File: config.mk
export PLATFORM = sky130hd
export DESIGN_NAME = sdecode_pipe
export DESIGN_NICKNAME = d
export VERILOG_FILES = /design/src/rtl/sdecode_pipe.sv
export SDC_FILE = /design/constraint.sdc
export NUM_CORES = 1
export LEC_CHECK = 0
export ABC_AREA = 1
export BUFFER_PORTS_ARGS = -buffer_cell sky130_fd_sc_hd__buf_2
export CORE_MARGIN = 4
export CORE_UTILIZATION = 60
export CTS_CLUSTER_DIAMETER = 40
export CTS_CLUSTER_SIZE = 30
export DETAILED_ROUTE_END_ITERATION = 16
export HOLD_SLACK_MARGIN = 0.12
export PLACE_DENSITY = 0.91
export RECOVER_POWER = 25
export SYNTH_ARGS = -nofsm -noshare
export SYNTH_HDL_FRONTEND = slang
export SYNTH_SLANG_ARGS = --single-unit
File: constraint.sdc
create_clock -name clk -period 8.95 [get_ports clk]
set_clock_uncertainty 0.15 [all_clocks]
set_input_delay 0.4475 -clock clk [delete_from_list [all_inputs] [get_ports clk]]
set_output_delay 0.4475 -clock clk [all_outputs]
set_load 0.02 [all_outputs]
File: src/rtl/sdecode_pipe.sv
// Pipelined scalar instruction decoder: valid/ready input, registered control
// bundle with one cycle of latency, two-entry skid buffer and synchronous flush.
module sdecode_pipe #(
  parameter int unsigned XLEN     = 32,
  parameter int unsigned ENABLE_M = 0
) (
  input  logic            clk,
  input  logic            rst,
  input  logic            flush_i,
  input  logic            in_valid_i,
  output logic            in_ready_o,
  input  logic [31:0]     instr_i,
  input  logic [XLEN-1:0] pc_i,
  output logic            out_valid_o,
  input  logic            out_ready_i,
  output logic [XLEN-1:0] pc_o,
  output logic [4:0]      rs1_addr_o,
  output logic [4:0]      rs2_addr_o,
  output logic [4:0]      rd_addr_o,
  output logic [XLEN-1:0] imm_o,
  output logic            imm_valid_o,
  output logic            reg_write_en_o,
  output logic            mem_read_o,
  output logic            mem_write_o,
  output logic            branch_o,
  output logic            jump_o,
  output logic            uses_rs1_o,
  output logic            uses_rs2_o,
  output logic [3:0]      alu_op_o,
  output logic [1:0]      mem_size_o,
  output logic            mem_unsigned_o,
  output logic [1:0]      result_src_o,
  output logic            muldiv_o,
  output logic [2:0]      md_op_o,
  output logic            illegal_o
);

  localparam logic [6:0] OPC_OP     = 7'b0110011;
  localparam logic [6:0] OPC_OP32   = 7'b0111011;
  localparam logic [6:0] OPC_OPIMM  = 7'b0010011;
  localparam logic [6:0] OPC_OPIMM32= 7'b0011011;
  localparam logic [6:0] OPC_LOAD   = 7'b0000011;
  localparam logic [6:0] OPC_STORE  = 7'b0100011;
  localparam logic [6:0] OPC_BRANCH = 7'b1100011;
  localparam logic [6:0] OPC_LUI    = 7'b0110111;
  localparam logic [6:0] OPC_AUIPC  = 7'b0010111;
  localparam logic [6:0] OPC_JAL    = 7'b1101111;
  localparam logic [6:0] OPC_JALR   = 7'b1100111;

  localparam logic [3:0] ALU_ADD = 4'h0;
  localparam logic [3:0] ALU_SUB = 4'h1;
  localparam logic [3:0] ALU_SRA = 4'h7;

  typedef struct packed {
    logic [XLEN-1:0] pc;
    logic [4:0]      rs1;
    logic [4:0]      rs2;
    logic [4:0]      rd;
    logic [XLEN-1:0] imm;
    logic            imm_valid;
    logic            reg_write;
    logic            mem_read;
    logic            mem_write;
    logic            branch;
    logic            jump;
    logic            uses_rs1;
    logic            uses_rs2;
    logic [3:0]      alu_op;
    logic [1:0]      mem_size;
    logic            mem_unsigned;
    logic [1:0]      result_src;
    logic            muldiv;
    logic [2:0]      md_op;
    logic            illegal;
  } bundle_t;

  // Base ALU operation selected by funct3 (no alternate encodings).
  function automatic logic [3:0] alu_f3(input logic [2:0] f3);
    case (f3)
      3'b000:  alu_f3 = 4'h0;
      3'b001:  alu_f3 = 4'h2;
      3'b010:  alu_f3 = 4'h3;
      3'b011:  alu_f3 = 4'h4;
      3'b100:  alu_f3 = 4'h5;
      3'b101:  alu_f3 = 4'h6;
      3'b110:  alu_f3 = 4'h8;
      default: alu_f3 = 4'h9;
    endcase
  endfunction

  bundle_t         dec_c;
  bundle_t         or_q;
  bundle_t         sr_q;
  logic            or_valid_q;
  logic            sr_valid_q;
  logic            in_ready_q;
  logic            accept_c;
  logic [6:0]      opc;
  logic [2:0]      f3;
  logic [6:0]      f7;
  logic            ill;
  logic [XLEN-1:0] imm_i;
  logic [XLEN-1:0] imm_s;
  logic [XLEN-1:0] imm_b;
  logic [XLEN-1:0] imm_u;
  logic [XLEN-1:0] imm_j;

  assign accept_c = in_valid_i & in_ready_q;

  // Combinational decode of the presented instruction word.
  always_comb begin
    dec_c     = '0;
    ill       = 1'b0;
    opc       = instr_i[6:0];
    f3        = instr_i[14:12];
    f7        = instr_i[31:25];
    imm_i     = XLEN'($signed(instr_i[31:20]));
    imm_s     = XLEN'($signed({instr_i[31:25], instr_i[11:7]}));
    imm_b     = XLEN'($signed({instr_i[31], instr_i[7], instr_i[30:25], instr_i[11:8], 1'b0}));
    imm_u     = XLEN'($signed({instr_i[31:12], 12'b0}));
    imm_j     = XLEN'($signed({instr_i[31], instr_i[19:12], instr_i[20], instr_i[30:21], 1'b0}));
    dec_c.pc  = pc_i;
    dec_c.rs1 = instr_i[19:15];
    dec_c.rs2 = instr_i[24:20];
    dec_c.rd  = instr_i[11:7];

    if (opc == OPC_OP || (XLEN == 64 && opc == OPC_OP32)) begin
      dec_c.reg_write = 1'b1;
      dec_c.uses_rs1  = 1'b1;
      dec_c.uses_rs2  = 1'b1;
      if (f7 == 7'b0000001) begin
        if (ENABLE_M != 0) begin
          dec_c.muldiv = 1'b1;
          dec_c.md_op  = f3;
        end else begin
          ill = 1'b1;
        end
      end else if (f7 == 7'b0100000) begin
        if (f3 == 3'b000)      dec_c.alu_op = ALU_SUB;
        else if (f3 == 3'b101) dec_c.alu_op = ALU_SRA;
        else                   ill = 1'b1;
      end else if (f7 == 7'b0000000) begin
        dec_c.alu_op = alu_f3(f3);
      end else begin
        ill = 1'b1;
      end
    end else if (opc == OPC_OPIMM || (XLEN == 64 && opc == OPC_OPIMM32)) begin
      dec_c.reg_write = 1'b1;
      dec_c.uses_rs1  = 1'b1;
      dec_c.imm_valid = 1'b1;
      dec_c.imm       = imm_i;
      dec_c.alu_op    = (f3 == 3'b101 && instr_i[30]) ? ALU_SRA : alu_f3(f3);
    end else begin
      case (opc)
        OPC_LOAD: begin
          dec_c.reg_write    = 1'b1;
          dec_c.mem_read     = 1'b1;
          dec_c.uses_rs1     = 1'b1;
          dec_c.imm_valid    = 1'b1;
          dec_c.imm          = imm_i;
          dec_c.alu_op       = ALU_ADD;
          dec_c.mem_size     = f3[1:0];
          dec_c.mem_unsigned = f3[2];
          dec_c.result_src   = 2'b01;
          ill = (f3 == 3'b111) || (XLEN != 64 && (f3 == 3'b011 || f3 == 3'b110));
        end
        OPC_STORE: begin
          dec_c.mem_write = 1'b1;
          dec_c.uses_rs1  = 1'b1;
          dec_c.uses_rs2  = 1'b1;
          dec_c.imm_valid = 1'b1;
          dec_c.imm       = imm_s;
          dec_c.alu_op    = ALU_ADD;
          dec_c.mem_size  = f3[1:0];
          ill = f3[2] || (XLEN != 64 && f3 == 3'b011);
        end
        OPC_BRANCH: begin
          dec_c.branch    = 1'b1;
          dec_c.uses_rs1  = 1'b1;
          dec_c.uses_rs2  = 1'b1;
          dec_c.imm_valid = 1'b1;
          dec_c.imm       = imm_b;
          dec_c.alu_op    = f3[2] ? (4'hC + {2'b00, f3[1:0]}) : (4'hA + {3'b000, f3[0]});
          ill = (f3[2:1] == 2'b01);
        end
        OPC_LUI, OPC_AUIPC: begin
          dec_c.reg_write = 1'b1;
          dec_c.imm_valid = 1'b1;
          dec_c.imm       = imm_u;
          dec_c.alu_op    = ALU_ADD;
        end
        OPC_JAL: begin
          dec_c.reg_write  = 1'b1;
          dec_c.jump       = 1'b1;
          dec_c.imm_valid  = 1'b1;
          dec_c.imm        = imm_j;
          dec_c.result_src = 2'b10;
        end
        OPC_JALR: begin
          dec_c.reg_write  = 1'b1;
          dec_c.jump       = 1'b1;
          dec_c.uses_rs1   = 1'b1;
          dec_c.imm_valid  = 1'b1;
          dec_c.imm        = imm_i;
          dec_c.result_src = 2'b10;
          ill = (f3 != 3'b000);
        end
        default: ill = 1'b1;
      endcase
    end

    if (instr_i[1:0] != 2'b11) ill = 1'b1;

    // Illegal words keep only addresses and pc so the trap handler can locate them.
    if (ill) begin
      dec_c         = '0;
      dec_c.pc      = pc_i;
      dec_c.rs1     = instr_i[19:15];
      dec_c.rs2     = instr_i[24:20];
      dec_c.rd      = instr_i[11:7];
      dec_c.illegal = 1'b1;
    end
  end

  // Output register plus skid register; skid refills the output on drain, FIFO order.
  always_ff @(posedge clk or posedge rst) begin
    if (rst) begin
      or_valid_q <= 1'b0;
      sr_valid_q <= 1'b0;
      in_ready_q <= 1'b1;
      or_q       <= '0;
      sr_q       <= '0;
    end else if (flush_i) begin
      or_valid_q <= 1'b0;
      sr_valid_q <= 1'b0;
      in_ready_q <= 1'b1;
      or_q       <= '0;
      sr_q       <= '0;
    end else if (!or_valid_q || out_ready_i) begin
      if (sr_valid_q) begin
        or_q       <= sr_q;
        or_valid_q <= 1'b1;
        if (accept_c) begin
          sr_q       <= dec_c;
          sr_valid_q <= 1'b1;
          in_ready_q <= 1'b0;
        end else begin
          sr_valid_q <= 1'b0;
          in_ready_q <= 1'b1;
        end
      end else if (accept_c) begin
        or_q       <= dec_c;
        or_valid_q <= 1'b1;
      end else begin
        or_valid_q <= 1'b0;
      end
    end else if (accept_c) begin
      sr_q       <= dec_c;
      sr_valid_q <= 1'b1;
      in_ready_q <= 1'b0;
    end
  end

  assign in_ready_o     = in_ready_q;
  assign out_valid_o    = or_valid_q;
  assign pc_o           = or_q.pc;
  assign rs1_addr_o     = or_q.rs1;
  assign rs2_addr_o     = or_q.rs2;
  assign rd_addr_o      = or_q.rd;
  assign imm_o          = or_q.imm;
  assign imm_valid_o    = or_q.imm_valid;
  assign reg_write_en_o = or_q.reg_write;
  assign mem_read_o     = or_q.mem_read;
  assign mem_write_o    = or_q.mem_write;
  assign branch_o       = or_q.branch;
  assign jump_o         = or_q.jump;
  assign uses_rs1_o     = or_q.uses_rs1;
  assign uses_rs2_o     = or_q.uses_rs2;
  assign alu_op_o       = or_q.alu_op;
  assign mem_size_o     = or_q.mem_size;
  assign mem_unsigned_o = or_q.mem_unsigned;
  assign result_src_o   = or_q.result_src;
  assign muldiv_o       = or_q.muldiv;
  assign md_op_o        = or_q.md_op;
  assign illegal_o      = or_q.illegal;

endmodule

==> results of run 1 <==
[layer usage]
metal / global-route usage, % / share of wire (%) / vias up
li1: - / - / 3903
met1: 40.1 / 39 / 4170
met2: 51.5 / 49 / 506
met3: 6.19 / 8.0 / 93
met4: 13.4 / 3.8 / 0
met5: 0 / 0 / -
[final cells by class]
class | instances | area, um2
clock buffers | 19 | 453
clock inverters | 13 | 135
fillers | 1090 | 4260
inverters | 90 | 339
multi-input cells | 739 | 3840
flip-flops and latches | 195 | 4880
well taps | 211 | 264
repair buffers | 199 | 1080
[cell usage in the layout (no fill, tap or decap), drive strengths merged]
cell	n
mux2i	38
dfstp	1
nor2	42
clkbuf	69
o211ai	3
nand3b	2
nand2	343
nand4	15
or2	1
dlygate4sd3	28
a21oi	59
inv	96
clkinvlp	1
conb	4
o22ai	45
o311ai	1
nand3	68
clkinv	6
dfrtp	194
a22o	39
buf	121
o21ai	79
[per-stage QoR]
| stage | worst slack [ps] | hold WS [ps] | instances | total power [mW] | area, um2 |
|---|---|---|---|---|---|
| floorplan | 3040 | 298 | 1097 | 1.28 | 9410 |
| global route | 2650 | 128 | 1466 | 2.26 | 11000 |
| detailed placement | 3370 | 310 | 1406 | 1.41 | 10200 |
| global placement | 3570 | 309 | 1406 | 1.40 | 10200 |
| finish | 3120 | 130 | 1466 | 2.18 | 11000 |
| CTS | 3270 | 121 | 1466 | 2.17 | 11100 |
[where the power goes]
group | internal [mW] | total [mW] | switching [mW]
logic | 0.123 | 0.407 | 0.284
registers | 0.961 | 1.02 | 0.0542
clock network | 0.386 | 0.757 | 0.371
[worst max-delay path: stages, from the launching register on]
cell and delay (ps):
dfrtp_4 630, inv_2 820, nand2_1 330, or2_1 350, nand2_2 760, inv_2 640, nand2_2 930, inv_2 620
nand3_1 270, o21ai_0 100
[state kept, by name, summed over array words and instances, names as in the netlist, 2 cells and up]
signal	flops
sr_q	96
rs2_addr_o	5
pc_o	32
alu_op_o	4
mem_size_o	2
rs1_addr_o	5
imm_o	32
rd_addr_o	5
[logic make-up (layout without fill, tap and decap cells)]
kind of cell | Yosys count | after routing | synth area share [%]
flip-flops | 195 | 195 | 51.9
multiplexers | 38 | 38 | 4.05
AO/OA/AOI/OAI | 226 | 226 | 14.3
other | 1 | 4 | 0.0399
AND/OR/NAND/NOR | 471 | 471 | 22.2
buffers and inverters | 163 | 321 | 7.51
[worst max path at each step]
stage	slack, ps	end	cells past startpoint
global placement	3570	sr_q[16]	9
CTS	3270	sr_q[16]	9
finish	3120	sr_q[16]	9
floorplan	3040	alu_op_o[0]	1
detailed placement	3370	sr_q[6]	9
global route	2650	sr_q[16]	9
[repair_timing]
action | CTS | global route
endpoints found under the hold margin | 154 | 0
hold buffers | 28 | 0
setup endpoints to repair | 0 | 0
==> impl_metrics.toml, run 1 <==
[logic_synthesis]
yosys.area.top_type = "dfrtp_1"
synth_cells = 1094
ys_types = 31
synth.cells.most_frequent = "331 x nand2_1, 194 x dfrtp_1, 84 x inv_1, 77 x o21ai_0, 59 x a21oi_1"
yosysWarningCount = 0
synth-edff-count = 0
synth.area.top_cells = "dfrtp_1 52%, nand2_1 13%, o21ai_0 4.1%"
seq_total_area_yosys_pct = 51.9
post_synthesis_mean_instance_area_um2 = 8.59
register_bit_total_from_synthesis = 195
synthArstFlopShare_pct = 100
yosysMostFrequentCell = "nand2_1"
ys_dominant_reg_cell = "dfrtp_1"
netlist.area_leader.share_pct = 51.6
syn-cell-area_mm2 = 0.00940

[global_route]
gr-total-overflow = 0
via_count_of_the_first_global_routing_pass = 8336
grt_max_degree = 129
antenna_violations_before_repair = 0
grt_pass1_wl_mm = 43.7
grtUsageTotal_pct = 31.1

[timing]
setup-tns-final_ps = 0
timing_worst_slew_pin_value_ps = 5350
min_period_ps = 5830
report.final.slew_viol_count = 129
fin_crit_share_pct = 65.1
maxClockFrequency_mhz = 172
rsz0062_at_grt = "no"
slew-limit-headroom_pct = -259
final-setup-viol-count = 0
report.final.hold_viol_count = 0

[clock_tree]
h-tree-depth = 4
cts-resized-gates = 0
cts.reportedPaths.clkPinSlew_ps = 80
ctsRootBufferMaster = "clkbuf_16"
worstSkewPairLatency_ps = 450
tritoncts = "yes"
cts_buffer_depth = 2
tritoncts.num_buffers = 17
cts_setup_buffers = 0
clkSinkCount = 195

[worst_setup_path]
ff_to_ff_end = "sr_q[16]"
cp.arrival_ps = 5970
worstReg2RegStart = "sr_valid_q"
timing.critical_path.required_ps = 9090
startpoint = "sr_valid_q"
critPathLaunchType = "flop"
worst_r2r_path_depth = 9
worstPathMaxFanout = 65
worstSetupPathType = "reg -> reg"
worst-r2r-setup-slack_ps = 3120
endpoint_kind = "flop"

[run_status]
run_status = "finished, violations left"
violations = "max-capacitance violations, max-slew violations"

[routing]
num_vias = 8672
drt-initial-drc-count = 897
antenna_left = 0
drcViolationCount = 0
wl_per_cell_um = 18.7
drtPass1Iterations = 5
routed_wirelength_mm = 27.5
vias_per_cell = 5.92

[cells_and_area]
area_growth_syn_to_layout_pct = 17.0
layout.core_utilization_pct = 72.1
post_route_cells_drive_above_1_share_pct = 16.1
design.final.nets = 1311
insertedDiodeCount = 0

[die]
core_mm2 = 0.0153
die_area_mm2 = 0.0177
dieWidth_um = 133
die_extent_in_y_um = 133
row_count = 45
num_io_pins = 172
initial_core_util_pct = 61.6

[flow_run]
drv_cap = 1

[pwr]
power.density_cell_area_mw_per_mm2 = 198
p_leak_nw = 5.69
worst_ir_drop_vdd_mv = 0.153

[place]
port_buffers = 167
place_hpwl_mm = 16.6
gp_congestion = 0.943

[min_path]
holdPathStages = 2
timing.hold.worst_endpoint = "sr_q[98]"
worst_hold_path_type = "in -> reg"
holdCritStartpoint = "pc_i[29]"
No activity file was read; power rests on OpenSTA's default activity.
==> run 2, diff against run 1 <==
Settings changed: CORE_UTILIZATION 60 to 51, PLACE_DENSITY 0.91 to 0.83.
Clock period 8.95 ns to 4.75 ns, I/O delays scaled along.
==> impl_metrics.toml, run 2 (synthesis gave the netlist of run 1 again) <==
[timing]
final.hold.worst_slack_ps = 156
rsz0062_at_grt = "no"
fin_crit_share_pct = 68.3
report.final.slew_viol_count = 0
timing_worst_slew_pin_value_ps = 1250
slew-limit-headroom_pct = 16.4
maxClockFrequency_mhz = 308
report.final.hold_viol_count = 0
min_period_ps = 3240
postLayoutSetupSlackWorst_ps = 1510
setup-tns-final_ps = 0
final-setup-viol-count = 0

[worst_setup_path]
endpoint_kind = "flop"
worstSetupPathType = "in -> reg"
worst-r2r-setup-slack_ps = 1610
worstReg2RegStart = "out_valid_o"
worstPathMaxFanout = 50
critPathLaunchType = "input port"
timing.critical_path.to = "sr_q[53]"
startpoint = "out_ready_i"
ff_to_ff_end = "sr_q[53]"
worst_r2r_path_depth = 10
cp.arrival_ps = 3450
timing.critical_path.required_ps = 4960

[pwr]
worst_ir_drop_vdd_mv = 0.293
power.density_cell_area_mw_per_mm2 = 365
p_leak_nw = 5.66
design_power_total_mw = 4.14

[cells_and_area]
design.final.nets = 1346
area_growth_syn_to_layout_pct = 20.6
final_common_cell = "nand2_1"
final-instance-count-excl-fill = 1519
most-common-layout-cells = "329 x nand2_1, 193 x dfrtp_1, 99 x clkbuf_1"
post_route_cells_drive_above_1_share_pct = 12.2
design_area_mm2 = 0.0113
insertedDiodeCount = 0
layout.core_utilization_pct = 62.9
largest-register = "sr_q"
largest_register_ff_count = 96

[clock_tree]
tritoncts.num_buffers = 17
ctsRootBufferMaster = "clkbuf_16"
cts_buffer_depth = 2
worstSkewPairLatency_ps = 440
cts.reportedPaths.clkPinSlew_ps = 90
clkSinkCount = 195
cts-resized-gates = 0
tritoncts = "yes"
h-tree-depth = 4

[global_route]
gr-total-overflow = 0
via_count_of_the_first_global_routing_pass = 8333
grt_max_degree = 122
antenna_violations_before_repair = 0
grt_pass1_wl_mm = 43.0
grtUsageTotal_pct = 26.4

[routing]
drt-initial-drc-count = 850
drcViolationCount = 0
num_vias = 8566
vias_per_cell = 5.64
routed_wirelength_mm = 26.9
wl_per_cell_um = 17.7
drtPass1Iterations = 7
antenna_left = 0

[die]
core_mm2 = 0.0180
die_extent_in_y_um = 144
dieWidth_um = 144
num_io_pins = 172
row_count = 49
initial_core_util_pct = 52.2
die_area_mm2 = 0.0207

[place]
place_hpwl_mm = 16.7
postPlaceCellArea_mm2 = 0.0103
preCtsSetupSlack_ps = 1650
gp_congestion = 0.939
port_buffers = 167
numPlacedInstances = 1429

[run_status]
run_status = "finished, final reports clean"

[min_path]
worst_hold_path_type = "in -> reg"

[flow_run]
drv_cap = 0
-- run 2: repair_timing --
| action | CTS | global route |
|---|---|---|
| buffers inserted | 0 | 0 |
| hold endpoints to repair | 129 | 0 |
| hold buffers | 58 | 0 |
-- run 2: layout make-up --
cell class | instances | area (um2)
repair buffers | 234 | 1370
inverters | 90 | 339
flip-flops and latches | 195 | 4880
well taps | 229 | 287
fillers | 1550 | 6690
multi-input cells | 739 | 3840
clock inverters | 14 | 176
clock buffers | 18 | 439
-- run 2: worst min path at each step --
| stage | from | to | slack, ps | cells after the start |
|---|---|---|---|---|
| after floorplan | instr_i[8] | sr_q[55] | 220 | 1 |
| after global placement | rst | pc_o[5] | 140 | 2 |
| after detailed placement | rst | pc_o[5] | 160 | 2 |
| after CTS | instr_i[12] | sr_q[8] | 130 | 5 |
| after global routing | instr_i[14] | sr_q[7] | 180 | 5 |
| final | instr_i[12] | sr_q[8] | 160 | 5 |
-- run 2: power by group --
| group | internal, mW | switching [mW] |
|---|---|---|
| sequential | 1.81 | 0.0861 |
| combinational | 0.239 | 0.539 |
| clock | 0.732 | 0.736 |
-- run 2: worst max-delay path, cell delays in order --
cell	delay [ps]
dlygate4sd3_1	550
buf_2	130
nor2_1	230
or2_1	180
nand2_2	70
inv_2	630
nand2_2	60
buf_4	330
inv_2	700
nand2_1	160
o22ai_1	150
-- run 2: layer usage --
metal	routed length, um	part of all wire [%]	vias up	track usage (%)
met1	11000	41	4104	34.9
met2	12700	47	404	41.9
li1	-	-	3987	-
met3	2350	8.7	71	6.09
met4	868	3.2	0	11.3
met5	0	0	-	0
==> run 3, diff against run 2 <==
Settings changed: CORE_UTILIZATION 51 to 56, PLACE_DENSITY 0.83 to 0.86.
Clock period 4.75 ns to 3.2 ns, I/O delays scaled along.
==> impl_metrics.toml, run 3 (synthesis gave the netlist of run 1 again) <==
[run_status]
run_status = "finished, final reports clean"

[routing]
wl_per_cell_um = 18.4
drtPass1Iterations = 5
routed_wirelength_mm = 27.9
antenna_left = 0
vias_per_cell = 5.71
drt-initial-drc-count = 793
drcViolationCount = 0
num_vias = 8671

[die]
die_extent_in_y_um = 138
num_io_pins = 172
initial_core_util_pct = 56.9
dieWidth_um = 138
die_area_mm2 = 0.0189
core_mm2 = 0.0165
row_count = 47

[worst_setup_path]
critPathLaunchType = "input port"
cell_breakdown_of_the_critical_path = "dlygate4sd3_1 -> buf_2 -> inv_2 -> nand2_1 -> o21ai_4 -> buf_4 -> nand2_1 -> o21ai_0"
worstSetupPathType = "in -> reg"
cpMaxStageDelayCell = "buf_4"
endpoint_kind = "flop"
worstPathMaxFanout = 96
timing.critical_path.required_ps = 3390
cp_common_cell = "nand2_1"
cpPeakStageDelay_ps = 790
cp.arrival_ps = 2500

[timing]
maxClockFrequency_mhz = 432
min_period_ps = 2320
rsz0062_at_grt = "no"
timing_worst_slew_pin_value_ps = 1440
setup-tns-final_ps = 0
postLayoutSetupSlackWorst_ps = 884
report.final.slew_viol_count = 0
report.final.hold_viol_count = 0
final-setup-viol-count = 0
fin_crit_share_pct = 72.4
slew-limit-headroom_pct = 3.89

[global_route]
via_count_of_the_first_global_routing_pass = 8535
grt_pass1_wl_mm = 44.0
antenna_violations_before_repair = 0
grtUsageTotal_pct = 29.9
gr-total-overflow = 0
grt_max_degree = 109

[cells_and_area]
design.final.nets = 1354
largest_register_ff_count = 96
layout.core_utilization_pct = 69.5
post_route_cells_drive_above_1_share_pct = 20.3
insertedDiodeCount = 0
fillerInstances = 1222
largest-register = "sr_q"
final_common_cell = "nand2_1"
most-common-layout-cells = "329 x nand2_1, 193 x dfrtp_1, 167 x buf_2"
area_growth_syn_to_layout_pct = 22.2

[clock_tree]
ctsRootBufferMaster = "clkbuf_16"
cts-resized-gates = 0
tritoncts.num_buffers = 17
h-tree-depth = 4
clkSinkCount = 195
tritoncts = "yes"
cts.reportedPaths.clkPinSlew_ps = 70
worstSkewPairLatency_ps = 450
cts_buffer_depth = 2

[pwr]
worst_ir_drop_vdd_mv = 0.384
sequentialPowerShare_pct = 45.7
power.density_cell_area_mw_per_mm2 = 535
internal_power_component_mw = 4.16
p_switching_mw = 2.00
swShare_pct = 32.5
clock_power_share_pct = 34.6
comb_power_share_pct = 19.7
p_leak_nw = 6.07

[flow_run]
drv_cap = 0

[place]
gp_congestion = 0.930
port_buffers = 167
place_hpwl_mm = 17.0
preCtsSetupSlack_ps = 883

[min_path]
worst_hold_path_type = "in -> reg"
[run 3: cell count changes in the layout (fill, tap and decap cells not counted), sizes merged]
cell	change
clkinvlp	+1
dlygate4sd3	+2
inv	+2
buf	+104
clkinv	-3
clkbuf	-98
[run 3: worst max-delay path, delay by kind of cell]
family | cells | cell delay, ps
AO/OA/AOI/OAI | 2 | 350
buffers and inverters | 4 | 1630
AND/OR/NAND/NOR | 2 | 310
[run 3: worst paths after layout]
path	slack [ps]	start	to	cells after the start
setup / recovery	880	flush_i	pc_o[2]	8
hold / removal	170	instr_i[30]	sr_q[32]	5
setup reg to reg	910	sr_valid_q	pc_o[24]	6
hold reg to reg	320	imm_o[9]	imm_o[9]	2
max in group asynchronous	1130	rst	sr_valid_q	4
min in group asynchronous	280	rst	pc_o[6]	4
[run 3: metal layers]
metal  global-route usage (%)  up-vias  wire length (um)
met5                        0        -                 0
met4                     14.2        0              1060
met3                     5.92       84              2020
met2                     48.7      420             13500
met1                     38.7     4173             11300
li1                         -     3994                 -
[run 3: metrics by stage]
step | power (mW) | hold slack (ps) | std cells | instance area (um2)
after floorplan | 3.59 | 143 | 1097 | 9420
after global placement | 3.94 | 208 | 1426 | 10300
after detailed placement | 3.97 | 220 | 1426 | 10300
after CTS | 6.15 | 146 | 1518 | 11500
after global routing | 6.41 | 204 | 1518 | 11500
final | 6.15 | 172 | 1518 | 11500
[run 3: timing repair]
| item | 4_1_cts | 5_1_grt |
|---|---|---|
| hold buffers | 60 | 0 |
| setup endpoints to repair | 0 | 0 |
| endpoints found under the hold margin | 318 | 0 |
| buffers inserted | 0 | 0 |
[run 3: power groups by stage]
stage / registers [mW] / clock network, mW / logic (mW)
2_1_floorplan: 3.01 / 0 / 0.581
3_3_place_gp: 2.84 / 0 / 1.10
3_5_place_dp: 2.85 / 0 / 1.13
4_1_cts: 2.80 / 2.15 / 1.19
5_1_grt: 2.83 / 2.26 / 1.32
6_report: 2.81 / 2.13 / 1.21
[run 3: cell type report]
| class | instances | area [um2] | area share, % |
|---|---|---|---|
| clock inverter | 14 | 153 | 1.33 |
| sequential | 195 | 4880 | 42.5 |
| tap | 220 | 275 | 2.40 |
| clock buffer | 18 | 439 | 3.82 |
| inverter | 90 | 339 | 2.95 |
| timing repair buffer | 242 | 1560 | 13.6 |
| multi-input combinational | 739 | 3840 | 33.4 |
